**src/rtl/frogger_vga_pkg.sv**
```systemverilog
// Shared display constants and arbiter state encoding for the Frogger VGA path.
package frogger_vga_pkg;
  localparam int SCREEN_W = 160;
  localparam int SCREEN_H = 120;
  localparam int COLOUR_W = 3;
  localparam int X_W      = 8;
  localparam int Y_W      = 7;
  localparam logic [COLOUR_W-1:0] COLOUR_BLACK = 3'b000;

  typedef enum logic [1:0] {
    IDLE   = 2'd0,
    SCAN   = 2'd1,
    FINISH = 2'd2
  } state_t;
endpackage

```
**src/rtl/rr_grant.sv**
```systemverilog
// Combinational requester selection: round-robin from ptr, or lowest index
// wins when VGA_ARB_FIXED_PRIO_EN is defined (no pointer port in that build).
module rr_grant #(
  parameter int NUM_REQ = 4,
  parameter int IDX_W   = $clog2(NUM_REQ)
) (
  input  logic [NUM_REQ-1:0] req,
`ifndef VGA_ARB_FIXED_PRIO_EN
  input  logic [IDX_W-1:0]   ptr,
`endif
  output logic [NUM_REQ-1:0] grant,
  output logic [IDX_W-1:0]   grant_idx,
  output logic               valid
);

`ifdef VGA_ARB_FIXED_PRIO_EN
  always_comb begin
    grant_idx = '0;
    valid     = 1'b0;
    for (int i = 0; i < NUM_REQ; i++) begin
      if (!valid && req[i]) begin
        valid     = 1'b1;
        grant_idx = IDX_W'(i);
      end
    end
    grant = valid ? (NUM_REQ'(1) << grant_idx) : '0;
  end
`else
  logic [IDX_W-1:0] cand;

  // Walk the ring starting at ptr; the first asserted request wins.
  always_comb begin
    grant_idx = '0;
    valid     = 1'b0;
    cand      = '0;
    for (int k = 0; k < NUM_REQ; k++) begin
      cand = IDX_W'((int'(ptr) + k) % NUM_REQ);
      if (!valid && req[cand]) begin
        valid     = 1'b1;
        grant_idx = cand;
      end
    end
    grant = valid ? (NUM_REQ'(1) << grant_idx) : '0;
  end
`endif

endmodule

```
**src/rtl/vga_plot_arbiter.sv**
```systemverilog
// Shares the vga_adapter pixel port between sprite engines, scanning one box
// pixel per clock. Define VGA_ARB_FIXED_PRIO_EN for fixed (lowest index) priority.
//
// state  | meaning
// IDLE   | waiting for a request; grants and latches one command
// SCAN   | driving one box pixel per clock, row-major
// FINISH | first cycle pulses done, second cycle returns to IDLE
module vga_plot_arbiter
  import frogger_vga_pkg::*;
#(
  parameter int NUM_REQ = 4,
  parameter int SZ_BITS = 4
) (
  input  logic                        clock,
  input  logic                        resetn,
  input  logic [NUM_REQ-1:0]          req,
  input  logic [NUM_REQ*X_W-1:0]      cmd_x,
  input  logic [NUM_REQ*Y_W-1:0]      cmd_y,
  input  logic [NUM_REQ*SZ_BITS-1:0]  cmd_w,
  input  logic [NUM_REQ*SZ_BITS-1:0]  cmd_h,
  input  logic [NUM_REQ*COLOUR_W-1:0] cmd_colour,
  input  logic [NUM_REQ-1:0]          cmd_erase,
  output logic [NUM_REQ-1:0]          ack,
  output logic [NUM_REQ-1:0]          done,
  output logic                        busy,
  output logic [X_W-1:0]              vga_x,
  output logic [Y_W-1:0]              vga_y,
  output logic [COLOUR_W-1:0]         vga_colour,
  output logic                        vga_plot
);

  localparam int IDX_W = $clog2(NUM_REQ);

  state_t              state;
  logic [IDX_W-1:0]    gidx;
  logic [X_W-1:0]      x0;
  logic [Y_W-1:0]      y0;
  logic [SZ_BITS-1:0]  w, h, cx, cy;
  logic [COLOUR_W-1:0] colour;

  logic [NUM_REQ-1:0]  grant;
  logic [IDX_W-1:0]    grant_idx;
  logic                grant_valid;

  logic [X_W:0]        sum_x;
  logic [Y_W:0]        sum_y;
  logic                on_screen;

`ifndef VGA_ARB_FIXED_PRIO_EN
  logic [IDX_W-1:0]    ptr;
`endif

  rr_grant #(
    .NUM_REQ (NUM_REQ),
    .IDX_W   (IDX_W)
  ) u_grant (
    .req       (req),
`ifndef VGA_ARB_FIXED_PRIO_EN
    .ptr       (ptr),
`endif
    .grant     (grant),
    .grant_idx (grant_idx),
    .valid     (grant_valid)
  );

  // One extra bit on each sum so off-screen pixels are detected, not wrapped.
  assign sum_x     = {1'b0, x0} + (X_W+1)'(cx);
  assign sum_y     = {1'b0, y0} + (Y_W+1)'(cy);
  assign on_screen = (sum_x < (X_W+1)'(SCREEN_W)) && (sum_y < (Y_W+1)'(SCREEN_H));

  always_ff @(posedge clock or negedge resetn) begin
    if (!resetn) begin
      state      <= IDLE;
      gidx       <= '0;
      x0         <= '0;
      y0         <= '0;
      w          <= '0;
      h          <= '0;
      cx         <= '0;
      cy         <= '0;
      colour     <= '0;
      ack        <= '0;
      done       <= '0;
      busy       <= 1'b0;
      vga_x      <= '0;
      vga_y      <= '0;
      vga_colour <= '0;
      vga_plot   <= 1'b0;
`ifndef VGA_ARB_FIXED_PRIO_EN
      ptr        <= '0;
`endif
    end else begin
      ack <= '0;
      case (state)
        IDLE: begin
          done     <= '0;
          vga_plot <= 1'b0;
          if (grant_valid) begin
            gidx   <= grant_idx;
            x0     <= cmd_x[grant_idx*X_W +: X_W];
            y0     <= cmd_y[grant_idx*Y_W +: Y_W];
            w      <= cmd_w[grant_idx*SZ_BITS +: SZ_BITS];
            h      <= cmd_h[grant_idx*SZ_BITS +: SZ_BITS];
            colour <= cmd_erase[grant_idx] ? COLOUR_BLACK
                                           : cmd_colour[grant_idx*COLOUR_W +: COLOUR_W];
            cx     <= '0;
            cy     <= '0;
            ack    <= grant;
            busy   <= 1'b1;
            state  <= SCAN;
`ifndef VGA_ARB_FIXED_PRIO_EN
            ptr    <= (grant_idx == IDX_W'(NUM_REQ-1)) ? '0 : grant_idx + 1'b1;
`endif
          end
        end
        SCAN: begin
          vga_x      <= sum_x[X_W-1:0];
          vga_y      <= sum_y[Y_W-1:0];
          vga_colour <= colour;
          vga_plot   <= on_screen;
          if (cx == w) begin
            cx <= '0;
            if (cy == h) state <= FINISH;
            else         cy    <= cy + 1'b1;
          end else begin
            cx <= cx + 1'b1;
          end
        end
        FINISH: begin
          vga_plot <= 1'b0;
          if (done == '0) begin
            done <= NUM_REQ'(1) << gidx;
          end else begin
            done  <= '0;
            busy  <= 1'b0;
            state <= IDLE;
          end
        end
        default: state <= IDLE;
      endcase
    end
  end

endmodule
```
**config.mk**
```make
export PLATFORM = sky130hd
export DESIGN_NAME = vga_plot_arbiter
export DESIGN_NICKNAME = d
export VERILOG_FILES = /design/src/rtl/frogger_vga_pkg.sv /design/src/rtl/rr_grant.sv /design/src/rtl/vga_plot_arbiter.sv
export SDC_FILE = /design/constraint.sdc
export NUM_CORES = 1
export LEC_CHECK = 0
export BUFFER_PORTS_ARGS = -buffer_cell sky130_fd_sc_hd__buf_2
export CAP_MARGIN = 20
export CORE_MARGIN = 3
export CORE_UTILIZATION = 40
export DETAILED_ROUTE_END_ITERATION = 10
export HOLD_SLACK_MARGIN = 0.15
export PLACE_DENSITY = 0.72
export RECOVER_POWER = 50
export SKIP_CTS_REPAIR_TIMING = 1
export SLEW_MARGIN = 25
export SYNTH_ARGS = -nofsm -noshare
export SYNTH_HDL_FRONTEND = slang
export SYNTH_SLANG_ARGS = --single-unit
```
**constraint.sdc**
```tcl
create_clock -name clock -period 1.8 [get_ports clock]
set_input_delay 0.36 -clock clock [delete_from_list [all_inputs] [get_ports clock]]
set_output_delay 0.36 -clock clock [all_outputs]
set_load 0.1 [all_outputs]
```
# Word level (Yosys, flattened, before mapping)
# Index checks and enable logic that the tools add are counted.
[word_totals]
regBits = 68
input_bits = 114
out_inout_bits = 28
word_cells = 108
[op_classes]
addsub = 8
mul = 2
order_cmp = 7
eq_ne = 10
shift = 7
n_mux = 39
reduce_logical = 18
[op_table]
columns = ["cell", "count"]
rows = [
  ["indexed part select 16 x 5 -> 4 bit", 2],
  ["indexed part select 32 x 6 -> 8 bit", 1],
  ["2-to-1 mux 4 bit", 7],
  ["indexed part select 28 x 6 -> 7 bit", 1],
  ["one-hot mux 4 bit (2 select lines)", 3],
  ["2-to-1 mux 2 bit", 9],
  ["less-than comparator 2 x 3 -> 1 bit (second input constant)", 5],
  ["indexed part select 12 x 5 -> 3 bit", 1],
  ["2-to-1 mux 1 bit", 11],
  ["binary-select mux 1 bit (select 2 bit)", 5],
  ["inequality test 2 bit (second input constant)", 5],
  ["adder 8 x 4 -> 9 bit", 1],
  ["less-than comparator 9 x 8 -> 1 bit (second input constant)", 1],
  ["adder 4 x 1 -> 4 bit (second input constant)", 2],
  ["adder 7 x 4 -> 8 bit", 1],
  ["equality test 4 bit", 2],
  ["less-than comparator 8 x 7 -> 1 bit (second input constant)", 1],
  ["AND reduction 4 bit", 2],
  ["left shift 1 x 2 -> 4 bit (first input constant)", 2],
  ["one-hot mux 2 bit (3 select lines)", 1],
  ["nonzero test 2 bit", 3],
  ["multiplier 2 x 3 -> 5 bit (second input constant)", 1],
  ["adder 2 x 1 -> 2 bit (second input constant)", 2],
  ["adder 2 bit (second input constant)", 2],
  ["12 further kinds", 20],
]

# Depth between registers and ports, before layout
# Gate-level depths: netlist of run 1.
[logic_depth]
depth_word = 15
ltp_mapped = 9
depth_no_buf = 8

# Hierarchy
# A second synthesis of run 1 with hierarchy kept.
[unflattened]
hier_cells = 404
hier_area_um2 = 4055.1
[modules_own_cells]
columns = ["mod", "instances", "cells_each", "area_each_um2", "seq_area_each_um2"]
rows = [
  ["vga_plot_arbiter", 1, 371, 3843.7, 1701.6],
  ["rr_grant", 1, 33, 211.5, 0.0],
]

# Least setup slack after synthesis of run 1
# OpenSTA, ideal clock, no wires.
[synth_path]
kind = "reg-to-reg"
start = "register cx[0]"
end = "register vga_plot"
setup_time_ns = 0.128
arrival_ns = 1.910
t_required_ns = 1.672
setup_slack_ns = -0.239
stages_incl_launch_ff = 9
path_buffers = 0
period_less_slack_ns = 2.039
cell_sequence = "dfrtp_1 -> ha_1 -> inv_1 -> fa_1 -> nor2b_1 -> o31a_1 -> or4b_1 -> a31oi_1 -> nor3_1"
[synth_between]
elab_chain_cells = 4
[synth_lines]
columns = ["item", "line_no", "rtl"]
rows = [
  ["start: declaration", "vga_plot_arbiter.sv:38", "logic [SZ_BITS-1:0] w, h, cx, cy;"],
  ["start signal: assignment", "vga_plot_arbiter.sv:126", "cx <= cx + 1'b1;"],
  ["adder 8 x 4 -> 9 bit", "vga_plot_arbiter.sv:67", "assign sum_x = {1'b0, x0} + (X_W+1)'(cx);"],
  ["less-than comparator 9 x 8 -> 1 bit", "vga_plot_arbiter.sv:69", "assign on_screen = (sum_x < (X_W+1)'(SCREEN_W)) && (sum_y < (Y_W+1)'(SCREEN_H));"],
  ["logical AND 1 bit", "vga_plot_arbiter.sv:69", ""],
  ["one-hot mux 1 bit (2 select lines)", "vga_plot_arbiter.sv:94", "case (state)"],
  ["end signal: assignment", "vga_plot_arbiter.sv:120", "vga_plot <= on_screen;"],
  ["end: declaration", "vga_plot_arbiter.sv:29", "output logic vga_plot"],
]
# Every way passes these cells.
# A chain may end at the register's enable or synchronous reset.

# Worst setup path after layout of run 1
[layout_path]
start = "register state[0]"
end = "register state[1]"
[layout_between]
elab_chain_cells = 3
elab_cells_between_ends = 9
cone_classes = "eq/ne (6); mux (1); reduce/logical (2)"
[layout_lines]
columns = ["item", "line_no", "rtl"]
rows = [
  ["start: declaration", "vga_plot_arbiter.sv:34", "state_t state;"],
  ["start signal: assignment", "vga_plot_arbiter.sv:73", "state <= IDLE;"],
  ["start signal: assignment", "vga_plot_arbiter.sv:110", "state <= SCAN;"],
  ["start signal: assignment", "vga_plot_arbiter.sv:123", "if (cy == h) state <= FINISH;"],
  ["equality test 2 x 1 -> 1 bit, or another cell as far along", "vga_plot_arbiter.sv:94", ""],
  ["inequality test 2 bit (no source line)", "--", ""],
  ["AND reduction 4 bit (no source line)", "--", ""],
]
# Several ways; a longest one is shown, not always the timed one.

==> summary.txt, run 1 <==
Run
  – Maxcap violations: 0

Clocking
  – Clk buf depth: 2
  – Root buf cell: clkbuf_8
  – CTS Buf Count: 9
  – H-tree depth: 3
  – Clock sinks: around 70
  – Clock-pin slew on the worst setup and hold paths: about 0.08 ns
  – Worst-skew pair later-pin latency: 0.35 ns
  – CTS tree: built

Final layout
  – Layout Cells excl Fill: ~700
  – Area grow syn2layout: 35.8%
  – Diode count: 0
  – Nets: between 700 and 800
  – Post-route cell area: between 5000 and 6000 µm²
  – Layout cells sized above 1: 38.2%

Route
  – Total wire length: roughly 11000 µm
  – Vias: approximately 3700
  – Routed Antenna Nets: 0
  – Initial DRC Count: around 190
  – # DRC: 0
  – Drt first pass iters: 4
  – Vias per cell: 5.16
  – DR WL/cell: around 15 µm

Setup path
  – CP arrival: roughly 2.2 ns
  – Worst setup SP type: flop
  – Worst path top cell family by delay: buffers and inverters
  – Crit-path max FO: 12
  – R2r startpoint: state[0]
  – Crit path cell chain: clkbuf_1 -> nand2b_1 -> buf_4 -> nor2_1 -> nor2_2 -> a21o_1
  – Critical R2R Capture: state[1]
  – Setup CP Type: flop to flop
  – Critical path's largest stage delay: around 0.43 ns
  – CP Depth: 6
  – FF-to-FF setup slack: -0.13 ns
  – CP max-delay cell: clkbuf_1
  – Worst path bufs/invs: 2
  – R2R depth: 6
  – Crit. End Element: flop
  – Worst endpoint required time: about 2.0 ns

Die
  – Starting Density: between 40% and 50%
  – Die boundary width: 106 µm
  – Core area: 9770 µm²
  – Num ports: approximately 140
  – Die H: around 110 µm
  – Die area: 11300 µm²
  – FP Rows: 36

Timing
  – Clock Skew: between 0.007 and 0.008 ns
  – Final period util: 107%
  – Post-layout min period: between 1.5 and 2 ns
  – Worst-margin pin slew: 0.896 ns
  – Final TNS setup: -0.486 ns
  – Highest clock rate: approximately 520 MHz
  – Final WS setup: -0.134 ns
  – RSZ-0062 raised after global routing: yes
  – Final setup viols: 8
  – Slew Viols, Final: 0
  – Max-slew headroom: about 40%
  – Final hold viol count: 0

Worst hold path
  – HP Start: cmd_y[23]
  – Hold crit path type: input port to flop
  – Hold-critical path depth: 3
  – Hold endpoint: y0[2]

Global routing
  – Global-route usage over all layers: 19.0%
  – Most used routing layer: met2
  – Vias in the first global route: ~3700
  – Antenna violations before repair: 0
  – Total gr overflow: 0
  – M1 GR Usage: approximately a quarter
  – First-pass GRT wire length: between 15000 and 20000 µm
  – Largest net degree at the start of global routing: just under 70
  – Met3 Resource Use GR: under 10%
  – M2 GR Usage: about a third

Placement
  – PortBufs: 141
  – Setup WS pre-CTS: -0.188 ns
  – Placed cell areas: ~5100 µm²
  – DP Cell Count: about 700
  – GPL Wtd Cong: 0.882
  – HPWL Detailed: approximately 8300 µm

Outcome
  – Status: finished with violations
  – Failing checks: setup timing

Logic synthesis
  – XOR/XNOR Fraction of Synth Area: just over 4%
  – Avg Cell Area, Syn: 9.91 µm²
  – Compound-Gate Fraction of Synth Area: 14.9%
  – Post-synth cell types: 46
  – Synth Warn #: 0
  – Cells after Synth: roughly 400
  – Largest family of logic cells by synthesized area: simple AND/OR/NAND/NOR gates
  – Synth Area in Adders: between 5 and 6%
  – Synth Area in Simple Gates: 15.5%
  – Net Count, Synth: ~540
  – Seq cells post-synth: 68
  – Synthesized cell area: between 4000 and 5000 µm²
  – Sequential fraction of the synthesis area: around 42%
  – Synth Flop Type: dfrtp_1
  – Mux contribution to synthesized area: between 10% and 20%
  – EDFF count, synth: 0
  – Async S/R FF share, synth: between 90% and 100%

Power and ir drop
  – Flop pwr share: 27.0%
  – Clock network fraction of design power: 12.6%
  – P_leak: roughly 0.0028 µW
  – Switch Pwr: 5060 µW
  – Pwr Total: between 10000 and 15000 µW
  – Peak supply drop: roughly 0.00093 V
  – Switch share: about half
  – Int Power: approximately 5200 µW
  – Comb pwr share: about three fifths
  – PwrDens: around 1900 nW/µm²
[synthesized netlist by cell type, types with 3 or more instances]
| master | instances | area, µm² |
|---|---|---|
| a32o_1 | 5 | 50.1 |
| nor2_1 | 15 | 56.3 |
| a21oi_1 | 9 | 45.0 |
| nand2_1 | 71 | 267 |
| dfrtp_1 | 68 | 1700 |
| buf_6 | 6 | 67.6 |
| xnor2_1 | 8 | 70.1 |
| nor2b_1 | 15 | 93.8 |
| and2_1 | 5 | 31.3 |
| o221ai_1 | 26 | 228 |
| buf_2 | 7 | 35.0 |
| inv_1 | 14 | 52.6 |
| nand3_1 | 6 | 30.0 |
| o21ai_0 | 20 | 100 |
| xor2_1 | 11 | 96.3 |
| mux2i_1 | 53 | 531 |
| nand2b_1 | 4 | 25.0 |
| clkbuf_1 | 9 | 33.8 |
| ha_1 | 14 | 175 |
| o21ai_1 | 3 | 15.0 |
[flip-flops by register name (all words and copies together), names as in the netlist, 4 cells and up]
name,cells
ack,4
cx,4
cy,4
done,4
h,4
vga_x,8
vga_y,7
w,4
x0,8
y0,7
[how the worst max path moves through the flow]
stage | start | end
3_5_place_dp | y0[0] | vga_plot
5_1_grt | x0[0] | vga_plot
2_1_floorplan | cx[0] | vga_plot
6_report | state[0] | state[1]
4_1_cts | y0[0] | vga_plot
3_3_place_gp | cx[0] | vga_plot
[power by group through the flow]
stage                     Combinational [µW]  Sequential [µW]  Clock, µW
final                                   6170             2760       1290
after global routing                    6680             2850       1390
after CTS                               5800             2760       1310
after detailed placement                5760             2790          0
after global placement                  5610             2760          0
after floorplan                         2800             4250          0
[final cells by class]
type,count,area (µm²)
Fill cell,870,4300
Sequential cell,68,1700
Inverter,15,56.3
Clock buffer,12,155
Multi-Input combinational cell,302,2240
Clock inverter,4,47.5
Tap cell,133,166
Timing Repair Buffer,183,1110
[kinds of logic after synthesis]
logic type	after synthesis
AO/OA/AOI/OAI	82
XOR/XNOR	19
adder cells (fa/ha/maj)	16
buffers and inverters	37
flip-flops	68
multiplexers	53
AND/OR/NAND/NOR	132
[worst reg2reg max path, stage by stage, from the launching register on]
cell      delay, ns
dfrtp_1        0.37
clkbuf_1       0.43
nand2b_1       0.22
buf_4          0.20
nor2_1         0.28
nor2_2         0.11
a21o_1         0.20
[stage by stage]
stage,util [%],hold WS (ns)
after floorplan,-,0.0644
after global placement,52.5,0.408
after detailed placement,52.5,0.411
after CTS,54.5,0.0336
after global routing,56.0,0.341
final,56.0,0.328
[metal layers]
metal / share of wire, % / vias up
met5: 0 / -
met4: 2.7 / 0
met2: 49 / 130
met3: 5.9 / 22
met1: 42 / 1742
li1: - / 1809
[cell usage in the layout (no fill, tap or decap), types with 3 or more instances in the layout]
cell type  Yosys  layout
buf_2          7     141
nor2b_1       15      14
nor3_2         2       3
o221ai_1      26      26
buf_12         0       5
dfrtp_1       68      66
nand2b_1       4       3
and2_1         5       5
xnor2_1        8       8
a32o_1         5       5
a21oi_1        9       6
ha_1          14      12
mux2i_1       53      49
clkbuf_8       0      11
o21ai_1        3       7
xor2_1        11      11
nand2_1       71      71
inv_1         14      13
mux2i_2        0       3
nor2_1        15      14
o21ai_0       20      16
nand3_1        6       6
buf_4          0      30
(Power assumes the default switching activity.)
==> inputs of run 2 (changes only) <==
CORE_UTILIZATION = 38   (was 40)
PLACE_DENSITY = 0.69   (was 0.72)
==> run 2 against run 1 <==
  * The flow still finishes with violations (setup timing)
  * Worst setup slack got worse by 0.019 ns
  * Combinational power rose by 3.7%
  * Power grew 3.9%
  * Global-route usage fell by 1.0 points
  * Critical path depth is 2 higher
  * Sequential power up 1%
  * Sequential share of layout area shrank 0.83 points
  * Cell area increased by 2.9%
  * First-iteration DRC count grew 7.5%
  * Non-clock buffer count is 8 higher
  * Critical endpoint is now vga_plot
==> summary.txt, run 2 (synthesis gave the netlist of run 1 again) <==
Outcome
  – Status: finished with violations (unchanged)
  – Failing checks: setup timing (unchanged)

Die
  – FP Rows: 36 (unchanged)
  – Num ports: 142 (unchanged)
  – Die H: 109 µm (was 106 µm)
  – Die area: 11900 µm² (was 11300 µm²)
  – Starting Density: 40.1% (was 41.2%)
  – Die boundary width: 109 µm (was 106 µm)
  – Core area: 10000 µm² (was 9770 µm²)

Setup path
  – R2R depth: 8 (was 6)
  – Critical R2R Capture: vga_plot (was state[1])
  – Worst endpoint required time: 2.02 ns (was 2.03 ns)
  – Crit-path max FO: 2 (was 12)
  – CP arrival: 2.17 ns (about the same)
  – Setup CP Type: flop to flop (unchanged)
  – Crit. End Element: flop (unchanged)
  – Worst setup SP type: flop (unchanged)
  – R2r startpoint: x0[0] (was state[0])
  – FF-to-FF setup slack: -0.15 ns (was -0.13 ns)

Timing
  – Hold WS: 0.336 ns (was 0.328 ns)
  – Final hold viol count: 0 (unchanged)
  – Final period util: 109% (was 107%)
  – RSZ-0062 raised after global routing: yes (unchanged)
  – Highest clock rate: 512 MHz (was 517 MHz)
  – Post-layout min period: 1.95 ns (was 1.93 ns)
  – Worst-margin pin slew: 0.971 ns (was 0.896 ns)
  – Final setup viols: 1 (was 8)
  – Clock Skew: 0.0108 ns (was 0.00789 ns)
  – Max-slew headroom: 35.3% (was 40.3%)
  – Slew Viols, Final: 0 (unchanged)
  – Final WS setup: -0.153 ns (was -0.134 ns)

Global routing
  – Global-route usage over all layers: 17.9% (was 19.0%)
  – Antenna violations before repair: 0 (unchanged)
  – Vias in the first global route: 3624 (was 3748)
  – First-pass GRT wire length: 16900 µm (was 17200 µm)
  – Total gr overflow: 0 (unchanged)
  – Largest net degree at the start of global routing: 50 (was 69)

Placement
  – Setup WS pre-CTS: -0.164 ns (was -0.188 ns)
  – HPWL Detailed: 8400 µm (was 8320 µm)
  – DP Cell Count: 697 (was 696)
  – GPL Wtd Cong: 0.858 (was 0.882)
  – PortBufs: 141 (unchanged)

Final layout
  – Most common cell after layout, fill and taps aside: buf_2 (unchanged)
  – Diode count: 0 (unchanged)
  – Nets: 718 (was 709)
  – Layout cells sized above 1: 40.5% (was 38.2%)
  – Most frequent cells in the layout: buf_2, nand2_1, dfrtp_1 (unchanged)
  – Area grow syn2layout: 39.8% (was 35.8%)
  – Biggest regs: vga_x x8, x0 x8 (unchanged)
  – Layout Cells excl Fill: 725 (was 717)

Worst hold path
  – Hold crit path type: input port to flop (unchanged)
  – Hold endpoint: y0[2] (unchanged)
  – Hold-critical path depth: 3 (unchanged)
  – HP Start: cmd_y[16] (was cmd_y[23])

Clocking
  – Worst-skew pair later-pin latency: 0.34 ns (was 0.35 ns)
  – Clock-pin slew on the worst setup and hold paths: 0.08 ns (about the same)
  – CTS tree: built (unchanged)
  – Clock sinks: 68 (unchanged)
  – Root buf cell: clkbuf_8 (unchanged)
  – Clk buf depth: 2 (unchanged)
  – CTS Buf Count: 9 (unchanged)
  – H-tree depth: 3 (unchanged)

Power and ir drop
  – P_leak: 0.00282 µW (was 0.00278 µW)
  – Pwr Total: 10600 µW (was 10200 µW)
  – PwrDens: 1880 nW/µm² (was 1870 nW/µm²)
  – Peak supply drop: 0.00124 V (was 0.000929 V)

Run
  – Maxcap violations: 0 (unchanged)

Route
  – Drt first pass iters: 4 (unchanged)
  – Routed Antenna Nets: 0 (unchanged)
  – Initial DRC Count: 201 (was 187)
  – DR WL/cell: 15.3 µm (was 15.4 µm)
  – Vias per cell: 5.20 (was 5.16)
  – Total wire length: 11100 µm (was 11000 µm)
  – Vias: 3773 (was 3703)
  – # DRC: 0 (unchanged)
## run 2: changes by cell type in the layout (fill, tap and decap cells not counted), sizes merged
| cell | change |
|---|---|
| a211o | +1 |
| buf | +3 |
| bufinv | +1 |
| clkbuf | +4 |
| clkinv | -1 |
## run 2: critical path, cell delays in order (launching register included)
cell and delay [ns]:
dfrtp_1 0.39, ha_2 0.19, inv_2 0.06, fa_2 0.21, nor2b_2 0.05, o31a_1 0.25
or4b_1 0.46, a31oi_1 0.18, nor3_1 0.06
## run 2: how the worst max path moves through the flow
stage	slack (ns)	endpoint	cells past startpoint	from
floorplan	-0.20	vga_plot	8	cx[0]
global placement	-0.12	vga_plot	8	cx[0]
detailed placement	-0.16	vga_plot	8	x0[0]
CTS	-0.16	vga_plot	8	x0[0]
global route	-0.24	vga_plot	8	x0[0]
finish	-0.15	vga_plot	8	x0[0]
## run 2: layout make-up
| cell class | instances | area [µm²] |
|---|---|---|
| Tap cell | 133 | 166 |
| Sequential cell | 68 | 1710 |
| Inverter | 15 | 56.3 |
| Clock buffer | 11 | 151 |
| Multi-Input combinational cell | 303 | 2300 |
| Clock inverter | 4 | 72.6 |
| Timing Repair Buffer | 191 | 1180 |
| Fill cell | 894 | 4410 |
## run 2: metrics by stage
stage | utilization [%] | setup TNS, ns | cell area, µm²
after CTS | 53.4 | -0.230 | 5360
after detailed placement | 51.1 | -0.387 | 5140
after floorplan | - | -0.195 | 4040
after global routing | 56.1 | -1.35 | 5630
after global placement | 51.1 | -0.118 | 5140
final | 56.1 | -0.153 | 5630
## run 2: power by group
group,switching (µW),internal [µW]
Clock,570,846
Combinational,3950,2440
Sequential,587,2220
Total,5110,5510
## run 2: layer usage
layer | vias to the layer above | share of wire [%] | GRT usage [%]
met5 | - | 0 | 0
met1 | 1792 | 43 | 24.1
li1 | 1837 | - | -
met2 | 136 | 49 | 28.8
met4 | 0 | 1.1 | 6.40
met3 | 8 | 6.7 | 3.67
==> inputs of run 3 (changes only) <==
PLACE_DENSITY = 0.67   (was 0.69)
clock period = 2.05 ns   (was 1.8 ns; I/O delays follow)
==> run 3 against run 2 <==
  * The flow now finishes without violations
  * Non-clock buffer count decreased by 26
  * Clock power decreased by 32%
  * Critical endpoint unchanged
  * Largest power group unchanged
  * Clock skew is 0.0053 ns lower
  * Via count is 5.1% lower
  * Combinational power is 23% lower
  * Critical path depth stayed put
  * Die area unchanged
  * Worst setup slack gained 0.22 ns
  * Power down 21%
  * Fmax fell by 1.6%
==> summary.txt, run 3 (synthesis gave the netlist of run 1 again) <==
Worst hold path
  – Hold crit path type: input port to flop (unchanged)

Timing
  – RSZ-0062 raised after global routing: yes (unchanged)
  – Slew Viols, Final: 0 (unchanged)
  – Max-slew headroom: 57.0% (was 35.3%)
  – Highest clock rate: 504 MHz (was 512 MHz)
  – Final TNS setup: 0 ns (was -0.153 ns)
  – Hold WS: 0.382 ns (was 0.336 ns)
  – Final hold viol count: 0 (unchanged)
  – Worst-margin pin slew: 0.645 ns (was 0.971 ns)
  – Final WS setup: 0.0648 ns (was -0.153 ns)
  – Final period util: 96.8% (was 109%)
  – Final setup viols: 0 (was 1)
  – Post-layout min period: 1.99 ns (was 1.95 ns)
  – Clock Skew: 0.00552 ns (was 0.0108 ns)

Global routing
  – Vias in the first global route: 3581 (was 3624)
  – Global-route usage over all layers: 18.0% (was 17.9%)
  – M1 GR Usage: 23.6% (was 24.1%)
  – M2 GR Usage: 29.9% (was 28.8%)
  – Most used routing layer: met2 (unchanged)
  – Largest net degree at the start of global routing: 32 (was 50)
  – Met3 Resource Use GR: 3.08% (was 3.67%)
  – Antenna violations before repair: 0 (unchanged)
  – First-pass GRT wire length: 16900 µm (about the same)
  – Total gr overflow: 0 (unchanged)

Route
  – Total wire length: 10500 µm (was 11100 µm)
  – Drt first pass iters: 4 (unchanged)
  – Initial DRC Count: 193 (was 201)
  – Vias: 3582 (was 3773)
  – # DRC: 0 (unchanged)
  – DR WL/cell: 15.1 µm (was 15.3 µm)
  – Routed Antenna Nets: 0 (unchanged)
  – Vias per cell: 5.12 (was 5.20)

Clocking
  – Clk buf depth: 2 (unchanged)
  – H-tree depth: 3 (unchanged)
  – Clock sinks: 68 (unchanged)
  – Clock-pin slew on the worst setup and hold paths: 0.07 ns (was 0.08 ns)
  – Root buf cell: clkbuf_8 (unchanged)
  – Worst-skew pair later-pin latency: 0.34 ns (about the same)
  – CTS Buf Count: 9 (unchanged)
  – CTS tree: built (unchanged)

Setup path
  – Worst setup SP type: flop (unchanged)
  – CP arrival: 2.20 ns (was 2.17 ns)
  – Crit. End Element: flop (unchanged)
  – Crit-path max FO: 2 (unchanged)
  – Setup CP Type: flop to flop (unchanged)
  – Critical path's largest stage delay: 0.50 ns (was 0.46 ns)
  – Worst endpoint required time: 2.27 ns (was 2.02 ns)
  – CP max-delay cell: or4b_1 (unchanged)
  – Crit path cell chain: ha_2 -> inv_2 -> fa_2 -> nor2b_1 -> o31a_1 -> or4b_1 -> a31oi_1 -> nor3_1 (was ha_2 -> inv_2 -> fa_2 -> nor2b_2 -> o31a_1 -> or4b_1 -> a31oi_1 -> nor3_1)

Die
  – Starting Density: 40.1% (unchanged)
  – FP Rows: 36 (unchanged)
  – Die boundary width: 109 µm (unchanged)
  – Core area: 10000 µm² (unchanged)
  – Die H: 109 µm (unchanged)
  – Die area: 11900 µm² (unchanged)
  – Num ports: 142 (unchanged)

Final layout
  – Layout cells sized above 1: 33.4% (was 40.5%)
  – Area grow syn2layout: 28.6% (was 39.8%)
  – Diode count: 0 (unchanged)
  – Biggest regs: vga_x x8, x0 x8 (unchanged)
  – Most frequent cells in the layout: buf_2, nand2_1, dfrtp_1 (unchanged)
  – # fillers: 930 (was 894)
  – Post-route cell area: 5180 µm² (was 5630 µm²)
  – Nets: 691 (was 718)
  – Post-Route Utilization: 51.6% (was 56.1%)
  – Most common cell after layout, fill and taps aside: buf_2 (unchanged)

Placement
  – Setup WS pre-CTS: 0.0123 ns (was -0.164 ns)
  – Placed cell areas: 5010 µm² (was 5140 µm²)
  – HPWL Detailed: 8510 µm (was 8400 µm)
  – PortBufs: 141 (unchanged)
  – GPL Wtd Cong: 0.819 (was 0.858)

Power and ir drop
  – P_leak: 0.00266 µW (was 0.00282 µW)
  – Peak supply drop: 0.000910 V (was 0.00124 V)
  – PwrDens: 1610 nW/µm² (was 1880 nW/µm²)

Run
  – Maxcap violations: 0 (unchanged)

Outcome
  – Status: finished, final reports clean (was finished with violations)
[run 3: cell count changes in the layout (fill, tap and decap cells not counted), moves of 3 or more]
cell	before	now
mux2i_2	6	0
mux2i_1	45	53
buf_6	3	0
clkbuf_2	3	12
clkinv_2	1	4
dfrtp_2	4	0
dfrtp_1	64	68
buf_4	35	15
buf_2	138	131
[run 3: per-stage QoR]
step                      power (µW)  instances
after floorplan                 6180        407
after global placement          7250        681
after detailed placement        7390        681
after CTS                       8380        697
after global routing            8980        699
final                           8350        699
[run 3: path summary, 6_finish.rpt]
| path | start | to | slack [ns] | cells past startpoint |
|---|---|---|---|---|
| setup / recovery | x0[0] | vga_plot | 0.06 | 8 |
| hold / removal | cmd_y[23] | y0[2] | 0.38 | 3 |
| setup reg to reg | x0[0] | vga_plot | 0.06 | 8 |
| hold reg to reg | colour[2] | vga_colour[2] | 0.47 | 2 |
| max in group asynchronous | resetn | gidx[1] | 0.44 | 3 |
| min in group asynchronous | resetn | vga_y[2] | 0.59 | 2 |
[run 3: critical path: cells and delay by family (launching register included)]
family,cells,cell delay [ns]
fa+ha+maj,2,0.40
flops,1,0.39
compound gates,2,0.39
simple gates,3,0.62
buf+inv,1,0.06
[run 3: area by class of cell]
class	instances	area, µm²	share of cell area (%)
tap	133	166	3.21
multi-input combinational	302	2150	41.4
clock inverter	5	27.5	0.531
inverter	15	56.3	1.09
timing repair buffer	165	942	18.2
clock buffer	11	141	2.73
sequential	68	1700	32.8
[run 3: metal layers]
layer,wire (µm),part of all wire [%]
met3,547,5.2
met1,4790,45
met2,5050,48
met4,163,1.5
met5,0,0
[run 3: power breakdown]
group          leakage, µW  internal [µW]  total [µW]  switching [µW]
Clock            0.0000889            464         959             496
Sequential        0.000833           1940        2450             504
Combinational      0.00173           1700        4950            3240
